**src/rtl/alu_pwr_pkg.sv**
```systemverilog
// rtl/alu_pwr_pkg.sv - ALU power sequencer state encodings, widths and per-state output map
package alu_pwr_pkg;

  localparam int CNT_W  = 8;
  localparam int IDLE_W = 16;

  typedef enum logic [2:0] {
    ST_OFF     = 3'd0,
    ST_PWR_UP  = 3'd1,
    ST_ON      = 3'd2,
    ST_DRAIN   = 3'd3,
    ST_ISO_SET = 3'd4
  } pwr_state_e;

  typedef struct packed {
    logic pwr_en;
    logic iso;
    logic ready;
  } pwr_out_t;

  function automatic pwr_out_t state_outputs(input pwr_state_e s);
    pwr_out_t o;
    o = '{pwr_en: 1'b0, iso: 1'b1, ready: 1'b0};
    case (s)
      ST_PWR_UP:  o = '{pwr_en: 1'b1, iso: 1'b1, ready: 1'b0};
      ST_ON:      o = '{pwr_en: 1'b1, iso: 1'b0, ready: 1'b1};
      ST_DRAIN:   o = '{pwr_en: 1'b1, iso: 1'b0, ready: 1'b0};
      ST_ISO_SET: o = '{pwr_en: 1'b1, iso: 1'b1, ready: 1'b0};
      default:    o = '{pwr_en: 1'b0, iso: 1'b1, ready: 1'b0};
    endcase
    return o;
  endfunction

endpackage

```
**src/rtl/pwr_delay_cnt.sv**
```systemverilog
// rtl/pwr_delay_cnt.sv - loadable down-counter timing the PWR_UP and ISO_SET windows
module pwr_delay_cnt
  import alu_pwr_pkg::*;
(
  input  logic             clk,
  input  logic             rst_n,
  input  logic             load,
  input  logic [CNT_W-1:0] load_val,
  input  logic             dec,
  output logic [CNT_W-1:0] value,
  output logic             zero
);

  always_ff @(posedge clk or negedge rst_n) begin
    if (!rst_n) begin
      value <= '0;
    end else if (load) begin
      value <= load_val;
    end else if (dec) begin
      value <= value - 1'b1;
    end
  end

  assign zero = (value == '0);

endmodule

```
**src/rtl/alu_pwr_seq.sv**
```systemverilog
// rtl/alu_pwr_seq.sv - ALU power-sequencing controller; ALU_AUTO_SLEEP_EN adds idle auto-sleep
module alu_pwr_seq
  import alu_pwr_pkg::*;
#(
  parameter int PWR_UP_CYC    = 4,
  parameter int ISO_SETUP_CYC = 2,
  parameter int IDLE_CYC      = 16
) (
  input  logic       clk,
  input  logic       rst_n,
  input  logic       sleep_req,
  input  logic       wake_req,
  input  logic       start_in,
  input  logic       alu_busy,
  output logic       start_out,
  output logic       alu_pwr_en,
  output logic       iso_en,
  output logic       alu_ready,
  output logic [2:0] pwr_state
);

  if (PWR_UP_CYC < 1 || PWR_UP_CYC > 255 || ISO_SETUP_CYC < 1 || ISO_SETUP_CYC > 255 ||
      IDLE_CYC < 1 || IDLE_CYC > 65535) begin : g_param_check
    $error("alu_pwr_seq: parameter out of range");
  end

  pwr_state_e       state_q, next_state;
  pwr_out_t         out_q;
  logic             cnt_load, cnt_dec, cnt_zero;
  logic [CNT_W-1:0] cnt_load_val, cnt_val;
  logic             sleep_eff;

`ifdef ALU_AUTO_SLEEP_EN
  localparam logic [IDLE_W-1:0] IDLE_LIM = IDLE_W'(IDLE_CYC);
  logic [IDLE_W-1:0] idle_q;

  always_ff @(posedge clk or negedge rst_n) begin
    if (!rst_n) begin
      idle_q <= '0;
    end else if (state_q != ST_ON || start_in || alu_busy) begin
      idle_q <= '0;
    end else if (idle_q != IDLE_LIM) begin
      idle_q <= idle_q + 1'b1;
    end
  end

  assign sleep_eff = sleep_req | (idle_q == IDLE_LIM);
`else
  assign sleep_eff = sleep_req;
`endif

  // The counter only ticks inside the two timed states and holds at zero.
  assign cnt_dec = (state_q == ST_PWR_UP || state_q == ST_ISO_SET) && (cnt_val != '0);

  pwr_delay_cnt u_delay (
    .clk      (clk),
    .rst_n    (rst_n),
    .load     (cnt_load),
    .load_val (cnt_load_val),
    .dec      (cnt_dec),
    .value    (cnt_val),
    .zero     (cnt_zero)
  );

  always_comb begin
    next_state   = state_q;
    cnt_load     = 1'b0;
    cnt_load_val = '0;
    case (state_q)
      ST_OFF: begin
        if (wake_req) begin
          next_state   = ST_PWR_UP;
          cnt_load     = 1'b1;
          cnt_load_val = CNT_W'(PWR_UP_CYC - 1);
        end
      end
      ST_PWR_UP: begin
        if (cnt_zero) next_state = ST_ON;
      end
      ST_ON: begin
        if (sleep_eff && !wake_req) next_state = ST_DRAIN;
      end
      ST_DRAIN: begin
        if (wake_req) begin
          next_state = ST_ON;
        end else if (!alu_busy) begin
          next_state   = ST_ISO_SET;
          cnt_load     = 1'b1;
          cnt_load_val = CNT_W'(ISO_SETUP_CYC - 1);
        end
      end
      ST_ISO_SET: begin
        if (wake_req)      next_state = ST_ON;
        else if (cnt_zero) next_state = ST_OFF;
      end
      default: next_state = ST_OFF;
    endcase
  end

  // Outputs are decoded from next_state so they switch on the same edge as the state.
  always_ff @(posedge clk or negedge rst_n) begin
    if (!rst_n) begin
      state_q <= ST_OFF;
      out_q   <= state_outputs(ST_OFF);
    end else begin
      state_q <= next_state;
      out_q   <= state_outputs(next_state);
    end
  end

  assign alu_pwr_en = out_q.pwr_en;
  assign iso_en     = out_q.iso;
  assign alu_ready  = out_q.ready;
  assign pwr_state  = state_q;
  assign start_out  = start_in & (state_q == ST_ON);

endmodule

```
**config.mk**
```make
export PLATFORM = sky130hd
export DESIGN_NAME = alu_pwr_seq
export DESIGN_NICKNAME = d
export VERILOG_FILES = /design/src/rtl/alu_pwr_pkg.sv /design/src/rtl/pwr_delay_cnt.sv /design/src/rtl/alu_pwr_seq.sv
export SDC_FILE = /design/constraint.sdc
export NUM_CORES = 1
export LEC_CHECK = 0
export ABC_AREA = 1
export CAP_MARGIN = 20
export CORE_UTILIZATION = 45
export DETAILED_ROUTE_END_ITERATION = 10
export GPL_TIMING_DRIVEN = 0
export HOLD_SLACK_MARGIN = 0.02
export PLACE_DENSITY = 0.69
export RECOVER_POWER = 25
export SLEW_MARGIN = 20
export SYNTH_ARGS = -nofsm -noshare
export SYNTH_HDL_FRONTEND = slang
export SYNTH_HIERARCHICAL = 1
export SYNTH_SLANG_ARGS = --single-unit
```
**constraint.sdc**
```tcl
create_clock -name clk -period 2.01 [get_ports clk]
set_clock_uncertainty 0.1 [all_clocks]
set_input_delay 0.3015 -clock clk [delete_from_list [all_inputs] [get_ports clk]]
set_output_delay 0.3015 -clock clk [all_outputs]
set_load 0.05 [all_outputs]
```
# == Yosys cells after proc, flatten, opt, wreduce, memory -nomap -nowiden ==
# Cells that the tools add are included.
# totals
regBits,14
in_bits,6
word_cells,43
out_inout_bits,7
# op_classes
bitwise,1
addsub,1
n_eq_ne,8
reduce_logical,9
muxes,19
# ops
operator,count
$mux W3,7
$mux W8,2
$pmux W3 S5,1
$eq A3 B2 Y1 const B,4
$pmux W3 S3,1
$logic_not A8 Y1,1
$reduce_bool A8 Y1,1
$sub A8 B1 Y8 const B,1
$eq A3 B1 Y1 const B,2
$eq A3 B3 Y1 const B,2
$mux W1,5
$pmux W2 S2,1
$logic_not A3 Y1,1
$logic_and A1 B1 Y1,2
$mux W2,1
$pmux W1 S2,1
$reduce_bool A2 Y1,1
$reduce_or A2 Y1,1
$and A1 B1 Y1,1
$logic_not A1 Y1,1
$logic_or A1 B1 Y1,1

# == Depth between registers and ports, before layout ==
# logic_depth
ltp_word,7
mapped_depth,10
ltp_nobuf,10

# == Modules after synthesis ==
# Netlist, hierarchy kept.
# by_module_without_submodules
module,n_inst,seq_area_each_um2,area_per_inst_um2,cells_each
pwr_delay_cnt,1,200.2,540.5,73
alu_pwr_seq,1,151.4,406.6,62

# == Worst setup path after synthesis ==
# OpenSTA, ideal clock, no wires.
# synth_path
kind,reg2out
start,reg state_q[1] (netlist: pwr_state[1])
end,out start_out
slack_ns,-0.027
required_ns,1.609
stages_incl_launch_ff,5
path_buffers,0
t_arrival_ns,1.635
path_cell_list,dfrtp_1 -> inv_2 -> nor2_1 -> nand2_2 -> nor2_1
# synth_between
elab_chain_cells,2
# synth_rtl
item,line_no,rtl
start: declaration,alu_pwr_seq.sv:27,"pwr_state_e state_q, next_state;"
start signal: assignment,alu_pwr_seq.sv:106,state_q <= next_state;
$eq A3 B2 Y1,alu_pwr_seq.sv:115,assign start_out = start_in & (state_q == ST_ON);
$and A1 B1 Y1,alu_pwr_seq.sv:115,
end: declaration,alu_pwr_seq.sv:15,"output logic start_out,"
# Every way passes these cells.

# == Worst setup path after layout ==
# layout_path
start,in wake_req
end,reg u_delay.value[1]
# layout_between
elab_chain_cells,3
elab_cells_between_ends,7
cone_classes,mux (6); reduce/logical (1)
# layout_rtl
item,line_no,rtl
start: declaration,alu_pwr_seq.sv:12,"input logic wake_req,"
$mux W1 (on tied branches),"alu_pwr_seq.sv:84, alu_pwr_seq.sv:71",
$pmux W1 S2 *,alu_pwr_seq.sv:69,case (state_q)
net cnt_load,alu_pwr_seq.sv:29,"logic cnt_load, cnt_dec, cnt_zero;"
$mux W8 / $reduce_bool A2 Y1 (equally long branches),-,
end signal: assignment,pwr_delay_cnt.sv:18,value <= load_val;
end signal: assignment,pwr_delay_cnt.sv:20,value <= value - 1'b1;
end: declaration,pwr_delay_cnt.sv:10,"output logic [CNT_W-1:0] value,"
# Mark *: on every way through the listed nets, which the timed path passes. The rest lies on a longest branch.
# A chain may end at the register's enable or synchronous reset.

==> results.toml <==
[grt]
grt_antenna_before_repair = 0
overflow = 0
first_global_vias = 743
grt_max_degree = 15
grt_pass1_wl_mm = 3.13
track_usage = 0.194

[placed_design]
post-place-cells = 179
detailed_place.area_sq_um = 1120
dp_hpwl_mm = 1.55
buffer_ports.inserted = 12
place_congestion = 0.931
pre_cts_ws_ns = -0.105

[die]
placement_rows = 16
boundaryPins = 13
die_area_sq_um = 2290
die_x_microns = 47.9
die_h_microns = 47.9
core_sq_um = 1960
starting_utilization_of_the_core_area = 0.483

[run_status]
outcome = "completed"

[critical_path]
path_class = "in2reg"
cp.required_ns = 2.10
timing.rr.end = "u_delay/value[3]$_DFFE_PN0P_"
cp_top_family = "buffers and inverters"
crit_path_cell_trace = "clkdlybuf4s50_1, inv_1, nand2_1, nor2_1, inv_1, nand2_1, buf_4, nor2_4, inv_2, o221ai_1"
critPathMaxFanout = 10
worst_path_largest_cell_delay_ns = 0.58
worstPathBufferInverterCount = 5
critPathLaunchType = "primary input"
worst-path-stages = 10
worstReg2RegStart = "pwr_state[0]$_DFF_PN0_"
ff2ff_path_depth = 10
cp_data_arrival_time_ns = 1.93
crit_path_end_kind = "flip-flop"
crit_path_top_delay_cell = "sky130_fd_sc_hd__clkdlybuf4s50_1"
r2r_setup_slack_ns = 0.29

[clocking]
cts_root_buf = "sky130_fd_sc_hd__clkbuf_4"
clock_tree_from_tritoncts = "done"
cts.reportedPaths.clkPinSlew_ns = 0.09
cts_max_path_buffers = 2
clock_sink_count = 14
clock_insertion_delay_worst_skew_ns = 0.28
cts.htree.levels = 1
tritoncts.num_buffers = 3

[finish]
area_growth_syn_to_layout_pct = 22.5
final_cell_area_sq_um = 1160
final_cells = 183
antennaDiodeCount = 0
design.final.nets = 165
fraction_of_final_layout_cells_sized_beyond_drive_strength_1 = 0.186
layout.core_utilization = 0.591

[routing]
post_drt_via_cell_ratio = 4.80
pre_antenna_drt_iters = 4
vias = 879
wl_per_cell_microns = 11.1
postRouteAntennaNets = 0
post-route-drc-count = 0
initialDrtViolationCount = 38
routed_wirelength_mm = 2.03

[synth]
synth_top_area_cell = "sky130_fd_sc_hd__dfrtp_1"
ys_ff_latch = 14
synthesis.instances = 135
netlist-cell-type-count = 25
area_share_of_the_leading_cell_type_in_the_synthesized_netlist = 0.343
synth_warnings = 6
seq_area_frac_synth = 0.371
syn-cell-area_sq_um = 947
syn_avg_cell_area_sq_um = 7.02
synth_top_cells_by_area = "sky130_fd_sc_hd__dfrtp_1 (34%), sky130_fd_sc_hd__nand2_1 (9.1%), sky130_fd_sc_hd__nand3_1 (8.5%), sky130_fd_sc_hd__inv_1 (7.9%), sky130_fd_sc_hd__nor2_1 (7.9%)"

[sta]
final_hold_viol_count = 0
timing.final.crit_share = 0.913
timing.final.setup_violations = 0
fmax_mhz = 545
worst_slack_ns = 0.175
fin_hold_ws_ns = 0.375
rsz0062_at_grt = "no"
max_transition_viols_final = 0
worst-slew-pin-transition_ns = 0.638
finalCriticalPeriod_ns = 1.84
setup_tns_final_ns = 0
worst_slew_margin_rel = 0.574

[pwr]
vdd_ir_drop_max_mv = 0.938
seq_power_share = 0.278
power_dens_cells_nw_per_um2 = 1750
power.leakage_nw = 0.639
p_switching_mw = 1.07
sw_frac_of_total = 0.524
combinationalPowerShare = 0.622
fin_total_pwr_mw = 2.03
cellInternalPower_mw = 0.967
power.share.clock = 0.100

[job]
maxCapViolations = 0

[worst_hold_path]
hold_class = "in2async"
==> cell type report <==
type | instances | area (sq um)
inverter | 29 | 109
buffer | 1 | 7.51
timing repair buffer | 12 | 121
multi-input combinational | 96 | 500
tap | 27 | 33.8
fill | 197 | 802
clock buffer | 4 | 36.3
sequential | 14 | 352
==> Yosys cell counts <==
| cell | count |
|---|---|
| sky130_fd_sc_hd__o21ai_1 | 3 |
| sky130_fd_sc_hd__conb_1 | 1 |
| sky130_fd_sc_hd__nor2_2 | 2 |
| sky130_fd_sc_hd__a21oi_2 | 1 |
| sky130_fd_sc_hd__nor2_4 | 3 |
| sky130_fd_sc_hd__nor2_1 | 20 |
| sky130_fd_sc_hd__o211ai_1 | 1 |
| sky130_fd_sc_hd__nand3_2 | 1 |
| sky130_fd_sc_hd__ha_1 | 2 |
| sky130_fd_sc_hd__a31oi_1 | 1 |
| sky130_fd_sc_hd__inv_2 | 9 |
| sky130_fd_sc_hd__o21a_1 | 1 |
| sky130_fd_sc_hd__dfrtp_1 | 13 |
| sky130_fd_sc_hd__o221ai_1 | 1 |
| sky130_fd_sc_hd__nor3_1 | 1 |
| sky130_fd_sc_hd__inv_1 | 20 |
| sky130_fd_sc_hd__nand2_2 | 5 |
| sky130_fd_sc_hd__a21oi_1 | 1 |
| sky130_fd_sc_hd__buf_4 | 1 |
| sky130_fd_sc_hd__nand3_1 | 16 |
| sky130_fd_sc_hd__xnor2_1 | 1 |
| sky130_fd_sc_hd__nand2_1 | 23 |
| sky130_fd_sc_hd__nand4_1 | 3 |
| sky130_fd_sc_hd__dfstp_2 | 1 |
| sky130_fd_sc_hd__a22oi_1 | 4 |
==> cell families after synthesis <==
group                      count (synthesis)  share of synthesized area
buffers and inverters                     30                      0.123
adders and majority gates                  2                     0.0264
and+or+nand+nor                           74                      0.373
DFF                                       14                      0.371
xor gates and xnor gates                   1                    0.00925
other                                      1                    0.00396
AOI/OAI and AO/OA                         13                     0.0938
==> what timing repair did <==
action,4_1_cts,5_1_grt
setup endpoints to repair,2,4
buffers inserted,0,0
hold buffers,0,0
gates resized for setup,4,5
==> routing by layer <==
layer / routed length [microns] / share of wire / track usage / vias to the layer above
met4: 9 / 0.0044 / 0.0556 / 0
met1: 1050 / 0.52 / 0.287 / 383
met3: 109 / 0.054 / 0.0340 / 2
met5: 0 / 0 / 0 / -
met2: 863 / 0.42 / 0.286 / 34
li1: - / - / - / 460
==> sequential cells by signal, indices dropped and copies added, names as in the netlist <==
signal         count
alu_ready          1
u_delay/value      8
alu_pwr_en         1
iso_en             1
pwr_state          3
==> cells in the final DEF (no fill, tap or decap) <==
| master | n |
|---|---|
| sky130_fd_sc_hd__inv_2 | 9 |
| sky130_fd_sc_hd__a22oi_1 | 4 |
| sky130_fd_sc_hd__a21oi_1 | 1 |
| sky130_fd_sc_hd__inv_1 | 20 |
| sky130_fd_sc_hd__nor2_4 | 3 |
| sky130_fd_sc_hd__nand4_1 | 3 |
| sky130_fd_sc_hd__o221ai_1 | 1 |
| sky130_fd_sc_hd__a21oi_2 | 1 |
| sky130_fd_sc_hd__dlygate4sd3_1 | 1 |
| sky130_fd_sc_hd__clkdlybuf4s50_1 | 6 |
| sky130_fd_sc_hd__conb_1 | 6 |
| sky130_fd_sc_hd__nor2_1 | 19 |
| sky130_fd_sc_hd__nand2_2 | 5 |
| sky130_fd_sc_hd__dfrtp_1 | 13 |
| sky130_fd_sc_hd__clkbuf_4 | 3 |
| sky130_fd_sc_hd__nand3_1 | 16 |
| sky130_fd_sc_hd__ha_1 | 2 |
| sky130_fd_sc_hd__nor2_2 | 3 |
| sky130_fd_sc_hd__xnor2_1 | 1 |
| sky130_fd_sc_hd__dlygate4sd2_1 | 1 |
| sky130_fd_sc_hd__buf_4 | 1 |
| sky130_fd_sc_hd__o21a_1 | 1 |
| sky130_fd_sc_hd__buf_2 | 1 |
| sky130_fd_sc_hd__clkbuf_8 | 1 |
| sky130_fd_sc_hd__a31oi_1 | 1 |
| sky130_fd_sc_hd__dfstp_2 | 1 |
| sky130_fd_sc_hd__nor3_1 | 1 |
| sky130_fd_sc_hd__o21ai_1 | 3 |
| sky130_fd_sc_hd__dlymetal6s2s_1 | 3 |
| sky130_fd_sc_hd__nand2_1 | 23 |
| sky130_fd_sc_hd__nand3_2 | 1 |
| sky130_fd_sc_hd__o211ai_1 | 1 |
==> power groups by stage <==
| stage | sequential, mW | combinational [mW] | clock, mW |
|---|---|---|---|
| after floorplan | 0.702 | 0.820 | 0 |
| after global placement | 0.567 | 1.24 | 0 |
| after detailed placement | 0.570 | 1.26 | 0 |
| after CTS | 0.565 | 1.27 | 0.208 |
| after global routing | 0.585 | 1.41 | 0.222 |
| final | 0.564 | 1.27 | 0.203 |
==> worst max path at each step <==
| stage | from | endpoint |
|---|---|---|
| floorplan | pwr_state[1]$_DFF_PN0_ | start_out |
| global placement | start_in | start_out |
| detailed placement | wake_req | u_delay/value[1]$_DFFE_PN0P_ |
| CTS | iso_en$_DFF_PN1_ | iso_en |
| global route | wake_req | u_delay/value[1]$_DFFE_PN0P_ |
| finish | wake_req | u_delay/value[1]$_DFFE_PN0P_ |
No activity file was read; power rests on OpenSTA's default activity.
